### src/rtl/ball_collision_resolver.sv
// Resolves a ball-to-ball hit into an equal-mass elastic speed exchange with a frame-counted cooldown.
// Optional macro RESTITUTION_LOSS_EN scales every exchanged component by 7/8.
module ball_collision_resolver #(
    parameter int MAX_SPEED       = 511,
    parameter int COOLDOWN_FRAMES = 4
) (
    input  logic               clk,
    input  logic               resetN,
    input  logic               startOfFrame,
    input  logic               collisionDetect,
    input  logic [3:0]         HitEdgeCode,
    input  logic               ballA_active,
    input  logic               ballB_active,
    input  logic signed [10:0] XspeedA,
    input  logic signed [10:0] YspeedA,
    input  logic signed [10:0] XspeedB,
    input  logic signed [10:0] YspeedB,
    output logic signed [10:0] XspeedA_out,
    output logic signed [10:0] YspeedA_out,
    output logic signed [10:0] XspeedB_out,
    output logic signed [10:0] YspeedB_out,
    output logic               collisionA,
    output logic               collisionB,
    output logic               busy
);

    typedef enum logic [2:0] {
        S_IDLE, S_LATCH, S_COMPUTE, S_ISSUE, S_COOLDOWN
    } state_t;

    localparam logic signed [11:0] L_MAX = 12'(MAX_SPEED);
    localparam logic signed [11:0] L_MIN = -L_MAX;

    state_t                r_state;
    logic [3:0]            r_cnt;
    logic [3:0]            r_code;
    logic                  r_ex_x;
    logic                  r_ex_y;
    logic signed [10:0]    r_xa, r_ya, r_xb, r_yb;
    logic signed [10:0]    r_xa_out, r_ya_out, r_xb_out, r_yb_out;
    logic                  r_coll;

    logic signed [11:0]    w_xa, w_ya, w_xb, w_yb;
    logic signed [10:0]    w_xa_new, w_ya_new, w_xb_new, w_yb_new;
    logic                  w_degen;

    function automatic logic signed [10:0] sat(input logic signed [11:0] v);
        if (v > L_MAX)      return L_MAX[10:0];
        else if (v < L_MIN) return L_MIN[10:0];
        else                return v[10:0];
    endfunction

    // Loss divides toward zero so positive and negative speeds lose the same magnitude.
    function automatic logic signed [11:0] scale(input logic signed [11:0] v);
`ifdef RESTITUTION_LOSS_EN
        logic signed [11:0] q;
        q = v[11] ? -((-v) >>> 3) : (v >>> 3);
        return v - q;
`else
        return v;
`endif
    endfunction

    always_comb begin
        w_xa = r_xa;
        w_ya = r_ya;
        w_xb = r_xb;
        w_yb = r_yb;
        w_xa_new = r_ex_x ? sat(scale(w_xb)) : sat(w_xa);
        w_xb_new = r_ex_x ? sat(scale(w_xa)) : sat(w_xb);
        w_ya_new = r_ex_y ? sat(scale(w_yb)) : sat(w_ya);
        w_yb_new = r_ex_y ? sat(scale(w_ya)) : sat(w_yb);
        w_degen  = (!r_ex_x || (r_xa == r_xb)) && (!r_ex_y || (r_ya == r_yb));
    end

    always_ff @(posedge clk or negedge resetN) begin
        if (!resetN) begin
            r_state  <= S_IDLE;
            r_cnt    <= '0;
            r_code   <= '0;
            r_ex_x   <= 1'b0;
            r_ex_y   <= 1'b0;
            r_xa     <= '0;
            r_ya     <= '0;
            r_xb     <= '0;
            r_yb     <= '0;
            r_xa_out <= '0;
            r_ya_out <= '0;
            r_xb_out <= '0;
            r_yb_out <= '0;
            r_coll   <= 1'b0;
        end else begin
            case (r_state)
                S_IDLE: begin
                    if (collisionDetect && ballA_active && ballB_active) begin
                        r_xa    <= XspeedA;
                        r_ya    <= YspeedA;
                        r_xb    <= XspeedB;
                        r_yb    <= YspeedB;
                        r_code  <= HitEdgeCode;
                        r_state <= S_LATCH;
                    end
                end
                S_LATCH: begin
                    // A corner-less code (0000) means the contact axis is unknown: exchange both.
                    r_ex_x  <= r_code[3] | r_code[1] | (r_code == 4'b0000);
                    r_ex_y  <= r_code[2] | r_code[0] | (r_code == 4'b0000);
                    r_state <= S_COMPUTE;
                end
                S_COMPUTE: begin
                    if (w_degen) begin
                        r_state <= S_IDLE;
                    end else begin
                        r_xa_out <= w_xa_new;
                        r_ya_out <= w_ya_new;
                        r_xb_out <= w_xb_new;
                        r_yb_out <= w_yb_new;
                        r_coll   <= 1'b1;
                        r_state  <= S_ISSUE;
                    end
                end
                S_ISSUE: begin
                    r_coll  <= 1'b0;
                    r_cnt   <= 4'(COOLDOWN_FRAMES);
                    r_state <= S_COOLDOWN;
                end
                S_COOLDOWN: begin
                    if (startOfFrame) begin
                        if (r_cnt <= 4'd1) begin
                            r_cnt   <= '0;
                            r_state <= S_IDLE;
                        end else begin
                            r_cnt <= r_cnt - 4'd1;
                        end
                    end
                end
                default: r_state <= S_IDLE;
            endcase
        end
    end

    assign XspeedA_out = r_xa_out;
    assign YspeedA_out = r_ya_out;
    assign XspeedB_out = r_xb_out;
    assign YspeedB_out = r_yb_out;
    assign collisionA  = r_coll;
    assign collisionB  = r_coll;
    assign busy        = (r_state != S_IDLE);

endmodule

### config.mk
export PLATFORM = sky130hd
export DESIGN_NAME = ball_collision_resolver
export DESIGN_NICKNAME = d
export VERILOG_FILES = /design/src/rtl/ball_collision_resolver.sv
export SDC_FILE = /design/constraint.sdc
export NUM_CORES = 1
export LEC_CHECK = 0
export CAP_MARGIN = 20
export CORE_MARGIN = 2
export CORE_UTILIZATION = 28
export DETAILED_ROUTE_END_ITERATION = 8
export GPL_TIMING_DRIVEN = 0
export PLACE_DENSITY = 0.6
export SYNTH_ARGS = -nofsm -noshare
export SYNTH_HDL_FRONTEND = slang
export SYNTH_SLANG_ARGS = --single-unit
### constraint.sdc
create_clock -name clk -period 1.88 [get_ports clk]
set_input_delay 0.188 -clock clk [delete_from_list [all_inputs] [get_ports clk]]
set_output_delay 0.188 -clock clk [all_outputs]
set_load 0.01 [all_outputs]
Word level (Yosys, flattened, before mapping)
Cells that the tools add are included.

storage, ports and cells
  register bits after elaboration = 102
  input port bits = 54
  output and inout port bits = 47
  word-level logic and storage cells = 78

operators by class
  add/sub/neg operators = 1
  order comparisons = 9
  eq/ne operators = 10
  mux-type cells = 22
  bitwise logic cells = 5
  reductions and logical operators = 17

operators by type and width
  operator                                                                           number
  11-bit 2-to-1 mux                                                                  12
  11-bit by 10-bit > comparator with 1-bit output (second input constant)            4
  11-bit by 10-bit < comparator with 1-bit output (second input constant)            4
  11-bit == test                                                                     2
  3-bit case mux with 5 select lines                                                 1
  3-bit 2-to-1 mux                                                                   3
  4-bit 2-to-1 mux                                                                   2
  2-bit != test (second input constant)                                              4
  4-bit case mux with 2 select lines                                                 1
  2-bit AND reduction                                                                4
  3-bit by 2-bit == test with 1-bit output (second input constant)                   2
  4-bit by 1-bit less-or-equal comparator with 1-bit output (second input constant)  1
  4-bit logical NOT                                                                  1
  1-bit bitwise OR                                                                   4
  2-bit nonzero test                                                                 2
  4-bit by 1-bit subtractor with 4-bit output (second input constant)                1
  3-bit by 1-bit == test with 1-bit output (second input constant)                   1
  3-bit == test (second input constant)                                              1
  1-bit logical AND                                                                  3
  3-bit logical NOT                                                                  1
  3-bit AND reduction                                                                1
  3-bit nonzero test                                                                 1
  1-bit logical NOT                                                                  2
  1-bit logical OR                                                                   2
  4 further kinds                                                                    4

Logic depth before layout (Yosys ltp)
  depth after elaboration = 5
  gate-level depth with buffers = 8
  gate-level depth less buffers = 8

Least setup slack after synthesis
OpenSTA, ideal clock, no wires.

  path kind = register -> register
  start = reg r_xb[10]
  end = reg r_xa_out[3] (netlist: XspeedA_out[3])
  library setup time = 0.127 ns
  data arrival time = 1.781 ns
  required time = 1.753 ns
  path slack = -0.029 ns
  cell stages (with the launch flop) = 8
  buffers on the path = 2
  clock period less this slack = 1.909 ns
  cell sequence = dfrtp_1 > xor2_1 > nor4_1 > nand3_1 > a32oi_2 > buf_6 > buf_8 > mux2_1

on the way
  longest elaborated chain between the ends = 5
  elaborated cells between the ends (all ways) = 10
  those cells by class = order compare: 2; eq/ne: 1; mux: 3; bitwise: 1; reduce/logical: 3

ends and longest elaborated chain
  item                                                                                                     RTL line  source
  start: declaration                                                                                       39        logic signed [10:0] r_xa, r_ya, r_xb, r_yb;
  start signal: assignment                                                                                 98        r_xb <= XspeedB;
  parallel branches: the longest is 5 deep, another holds 11-bit by 10-bit < comparator with 1-bit output  --
  end signal: assignment                                                                                   114       r_xa_out <= w_xa_new;
  end: declaration                                                                                         40        logic signed [10:0] r_xa_out, r_ya_out, r_xb_out, r_yb_out;

Several ways; the timed one is not identified.
A chain may end at the register's enable or synchronous reset.

Worst setup path after layout
  start = reg r_xb[7]
  end = reg r_xb_out[7] (netlist: XspeedB_out[7])

on the way
  longest elaborated chain between the ends = 5
  elaborated cells between the ends (all ways) = 10
  those cells by class = order compare: 2; eq/ne: 1; mux: 3; bitwise: 1; reduce/logical: 3

ends and longest elaborated chain
  item                                                                                                     RTL line  source
  parallel branches: the longest is 5 deep, another holds 11-bit by 10-bit < comparator with 1-bit output  --
  end signal: assignment                                                                                   116       r_xb_out <= w_xb_new;
  end: declaration                                                                                         40

Several ways; the timed one is not identified.

==> results by stage <==
Status:
- The flow ran to the end, but the final reports show violations.
- The final reports fail on DRC, setup timing.

CTS:
- The clock tree from TritonCTS is yes.
- The root buffer cell is sky130_fd_sc_hd__clkbuf_16.
- At the later pin of the worst-skew pair, clock insertion delay measures 0.34 ns.
- TritonCTS created 9 clock buffers.
- The clock drives 102 sinks.
- The worst-case clock buffer depth is 2.
- The H-tree depth reported by CTS is 3.
- The clock-pin slew on the worst setup and hold paths is 0.06 ns.

Flow run:
- Max-cap violations in this run came to 0.

STA:
- In the post-route analysis, the smallest setup slack over all paths is -0.220 ns.
- The worst-margin pin slew is 0.719 ns.
- Of the available clock period, the critical path in the final layout requires 1.12.
- The worst path in the final design needs a cycle of 2.10 ns, including I/O delays and setup.
- The number of hold violations in the final report is 0.
- The number of pins exceeding their max-slew limit in the final report is 0.
- The setup total negative slack is -8.87 ns.
- The achievable clock frequency is 476 MHz.
- Setup repair after global routing could not meet its margin everywhere.
- Hold timing on the final database bottoms out at a slack of 0.358 ns.
- The relative slew slack is 0.520.
- Across the routed clock network, the largest skew measured is 0.00624 ns.
- Setup violations remaining at the end of the flow were counted as 44.

Finish:
- The repair_antennas step left the layout with diodes totalling 0.
- From synthesis to final layout, the design area changed by 37.1%.
- Leaving out fill and tap cells, the most frequent cells in the layout are 101 x sky130_fd_sc_hd__dfrtp_1, 98 x sky130_fd_sc_hd__clkdlybuf4s50_1, 48 x sky130_fd_sc_hd__mux2_2, 44 x sky130_fd_sc_hd__mux2i_1, 42 x sky130_fd_sc_hd__mux2_4.
- The number of nets in the final layout is 598.
- Leaving out fill and tap cells, the most frequent cell in the layout is sky130_fd_sc_hd__dfrtp_1.
- In the final layout, the multi-input gates occupy 0.00260 sq mm.
- After routing the design area is 0.00710 sq mm.
- The number of fill cells is 1697.
- The area taken by flip-flops and latches is 0.00255 sq mm.
- The final standard cell count with taps included and fillers excluded is 770.
- In the final layout, the share of cells above drive strength 1 is 0.275.

Floorplan:
- In this run the vertical extent of the chip is 140 um.
- The core area is 0.0181 sq mm.
- The initialized floorplan defines 49 standard-cell rows.
- The area of the die is 0.0196 sq mm.
- The initial utilization of the core area, before any placement, comes to 0.286.
- The number of I/O pins is 101.
- The floorplan step set the die width to 140 um.

Synthesis:
- Yosys mapped a number of flops with a built-in enable equal to 0.
- The largest family of logic cells by synthesized area is multiplexers.
- The total of warnings raised by yosys is 0.
- The part of the Yosys area used for sequential elements is 0.493.
- The instance count of the mapped netlist is 412.
- Of the total synthesized cell area, the portion taken by XOR and XNOR cells is 0.0372.
- The top flip-flop cell by instance count after synthesis is sky130_fd_sc_hd__dfrtp_1.
- The share of the synthesized area in compound gates (AO/OA/AOI/OAI) is 0.0524.
- The per-instance average area after synthesis is 12.6 sq um.
- Of the total synthesized cell area, the portion taken by AND, OR, NAND and NOR gates is 0.0640.
- Counting every net in the synthesized netlist gives 472.
- The share of cell area taken by muxes after synthesis is 0.301.
- The cell area after synthesis is 0.00518 sq mm.
- Of the total synthesized cell area, the portion taken by full adders, half adders and majority gates is 0.0145.
- The netlist uses 36 different library cells.
- In this run, synthesis produced a sequential element count of 102.
- In the synthesized netlist the async set-or-reset flop fraction comes to 1.00.

Pwr:
- The static power due to leakage is 0.00322 uW.
- The worst-case vdd ir drop is 0.000677 V.
- Dividing total power by cell area gives a power density of 2070 mW/mm^2.

Detailed routing:
- The final wirelength is 13.4 mm.
- The first detailed-routing pass took 8 iterations.
- The DRC violations left is 4.
- The number of nets with antenna violations after detailed routing is 0.
- In the routed layout, each cell is associated on average with a via count of 4.70.
- The violation count after the first detailed-routing iteration is 147.
- The routed length per instance is 17.4 um.
- The routed layout has 3621 vias.

Setup path:
- The critical path's slowest cell is sky130_fd_sc_hd__dfrtp_1.
- The start-to-end type of the worst setup path is flop to flop.
- STA puts the critical path data arrival time at 2.32 ns.
- The delay contributed by the slowest stage of the critical path is 0.43 ns.
- The worst path required time is 2.10 ns.
- The category of the worst setup path capture point is a flop.
- The worst setup path is launched from a flop.
- Among cell families on the critical path, the largest total delay comes from simple AND/OR/NAND/NOR gates.
- In this run the worst path has a maximum fanout of 10.
- The critical path goes through xor2_1, nor4_1, nand3_1, a32oi_2, buf_6, buf_12, mux2_4.
- Counting buffers and inverters, the worst setup path is 7 cells deep.
- The number of buffers and inverters on the critical path is 2.
- The worst reg2reg path depth is 7.

GRT:
- met2 is the most crowded layer.
- The via count of the first global-routing pass is 3894.
- The overall fraction of global-route tracks in use is 0.138.
- The initial antenna violation count is 0.
- In the global route stage, met1 resource usage came out at 0.178.
- The met2 capacity usage during global routing is 0.222.
- The first global-routing pass estimated 21.2 mm of wire.
- The met3 track demand over resource is 0.0311.
- Entering global routing, the biggest net connects 68 pins.
- Summed over all layers, the global routing overflow is 0.

Place:
- The sum of net half-perimeters after detailed placement is 10.3 mm.
- The post-placement cell count is 742.
- Routability-driven placement finished with a final weighted congestion of 0.852.
- Buffers placed on the I/O ports in this run total 100.
- The total cell area at the placement stage is 0.00649 sq mm.

Hold path:
- The worst hold path belongs to the class input pin to asynchronous set/reset pin.
==> worst register-to-register path: stages, from the launching register on <==
cell and delay, ns:
sky130_fd_sc_hd__dfrtp_1 0.43, sky130_fd_sc_hd__xor2_1 0.18, sky130_fd_sc_hd__nor4_1 0.27, sky130_fd_sc_hd__nand3_1 0.19
sky130_fd_sc_hd__a32oi_2 0.28, sky130_fd_sc_hd__buf_6 0.18, sky130_fd_sc_hd__buf_12 0.16, sky130_fd_sc_hd__mux2_4 0.31
==> flip-flops by register name, summed over array words and instances, names as in the netlist <==
| register | cells |
|---|---|
| XspeedA_out | 11 |
| XspeedB_out | 11 |
| YspeedA_out | 11 |
| YspeedB_out | 11 |
| collisionA | 1 |
| r_cnt | 4 |
| r_code | 4 |
| r_ex_x | 1 |
| r_ex_y | 1 |
| r_state | 3 |
| r_xa | 11 |
| r_xb | 11 |
| r_ya | 11 |
| r_yb | 11 |
==> layout make-up <==
cell class                 instances  area share
timing repair buffer             115       0.164
buffer                            20      0.0259
clock inverter                     2     0.00493
tap                              229      0.0403
multi-input combinational        278       0.366
clock buffer                      12      0.0333
sequential                       102       0.360
inverter                          12     0.00634
==> cell families (layout without fill, tap and decap cells) <==
family	Yosys count	after routing
simple gates	64	64
mux	137	137
xor+xnor	22	22
compound gates	49	49
flops	102	102
fa+ha+maj	6	6
buf+inv	32	161
==> Yosys cell counts, drive strengths merged, types with 2 or more instances <==
master,count,area [sq um]
mux2i,45,450
xor2,22,193
nor3,12,60.1
nand3,11,55.1
nor4,8,50.1
nand2,7,26.3
nor2b,4,25.0
buf,14,128
clkbuf,6,22.5
nand2b,2,12.5
inv,12,45.0
a21oi,32,160
o21ai,10,50.1
ha,6,75.1
nor2,12,45.0
nor3b,3,22.5
mux2,92,1110
a21o,2,15.0
dfrtp,102,2550
==> power breakdown <==
group | leakage, uW | internal, uW | switching (uW)
sequential | 0.00123 | 3330 | 1140
clock | 0.000132 | 1020 | 757
combinational | 0.00185 | 4850 | 3610
==> what timing repair did <==
action                                  CTS  global route
hold buffers                              1             0
resized for setup                        35            19
setup buffers                             8             4
gates cloned                              1             0
endpoints found under the setup margin   96            90
pin swaps                                 0             5
endpoints found under the hold margin    35             0
==> metal layers <==
metal / vias up / wire length (um)
met1: 1800 / 6050
met4: 0 / 398
met2: 74 / 6340
met5: - / 0
li1: 1723 / -
met3: 24 / 582
==> path summary, 6_finish.rpt <==
kind / startpoint / slack, ns / endpoint
max: r_xb[7]$_DFFE_PN0P_ / -0.22 / XspeedB_out[7]$_DFFE_PN0P_
min: resetN / 0.36 / r_xa[3]$_DFFE_PN0P_
max reg2reg: r_xb[7]$_DFFE_PN0P_ / -0.22 / XspeedB_out[7]$_DFFE_PN0P_
min reg2reg: r_code[1]$_DFFE_PN0P_ / 0.50 / r_code[1]$_DFFE_PN0P_
max in group asynchronous: resetN / 0.81 / YspeedB_out[1]$_DFFE_PN0P_
min in group clk: XspeedB[10] / 0.43 / r_xb[10]$_DFFE_PN0P_
==> per-stage QoR <==
| stage | power (uW) | util | setup WS [ns] |
|---|---|---|---|
| floorplan | 9300 | - | -0.00343 |
| global placement | 11600 | 0.358 | -3.08 |
| detailed placement | 11900 | 0.359 | -0.319 |
| CTS | 14500 | 0.387 | -0.206 |
| global route | 15600 | 0.393 | -0.382 |
| finish | 14700 | 0.393 | -0.220 |
Power figures use the tool's default switching activity.
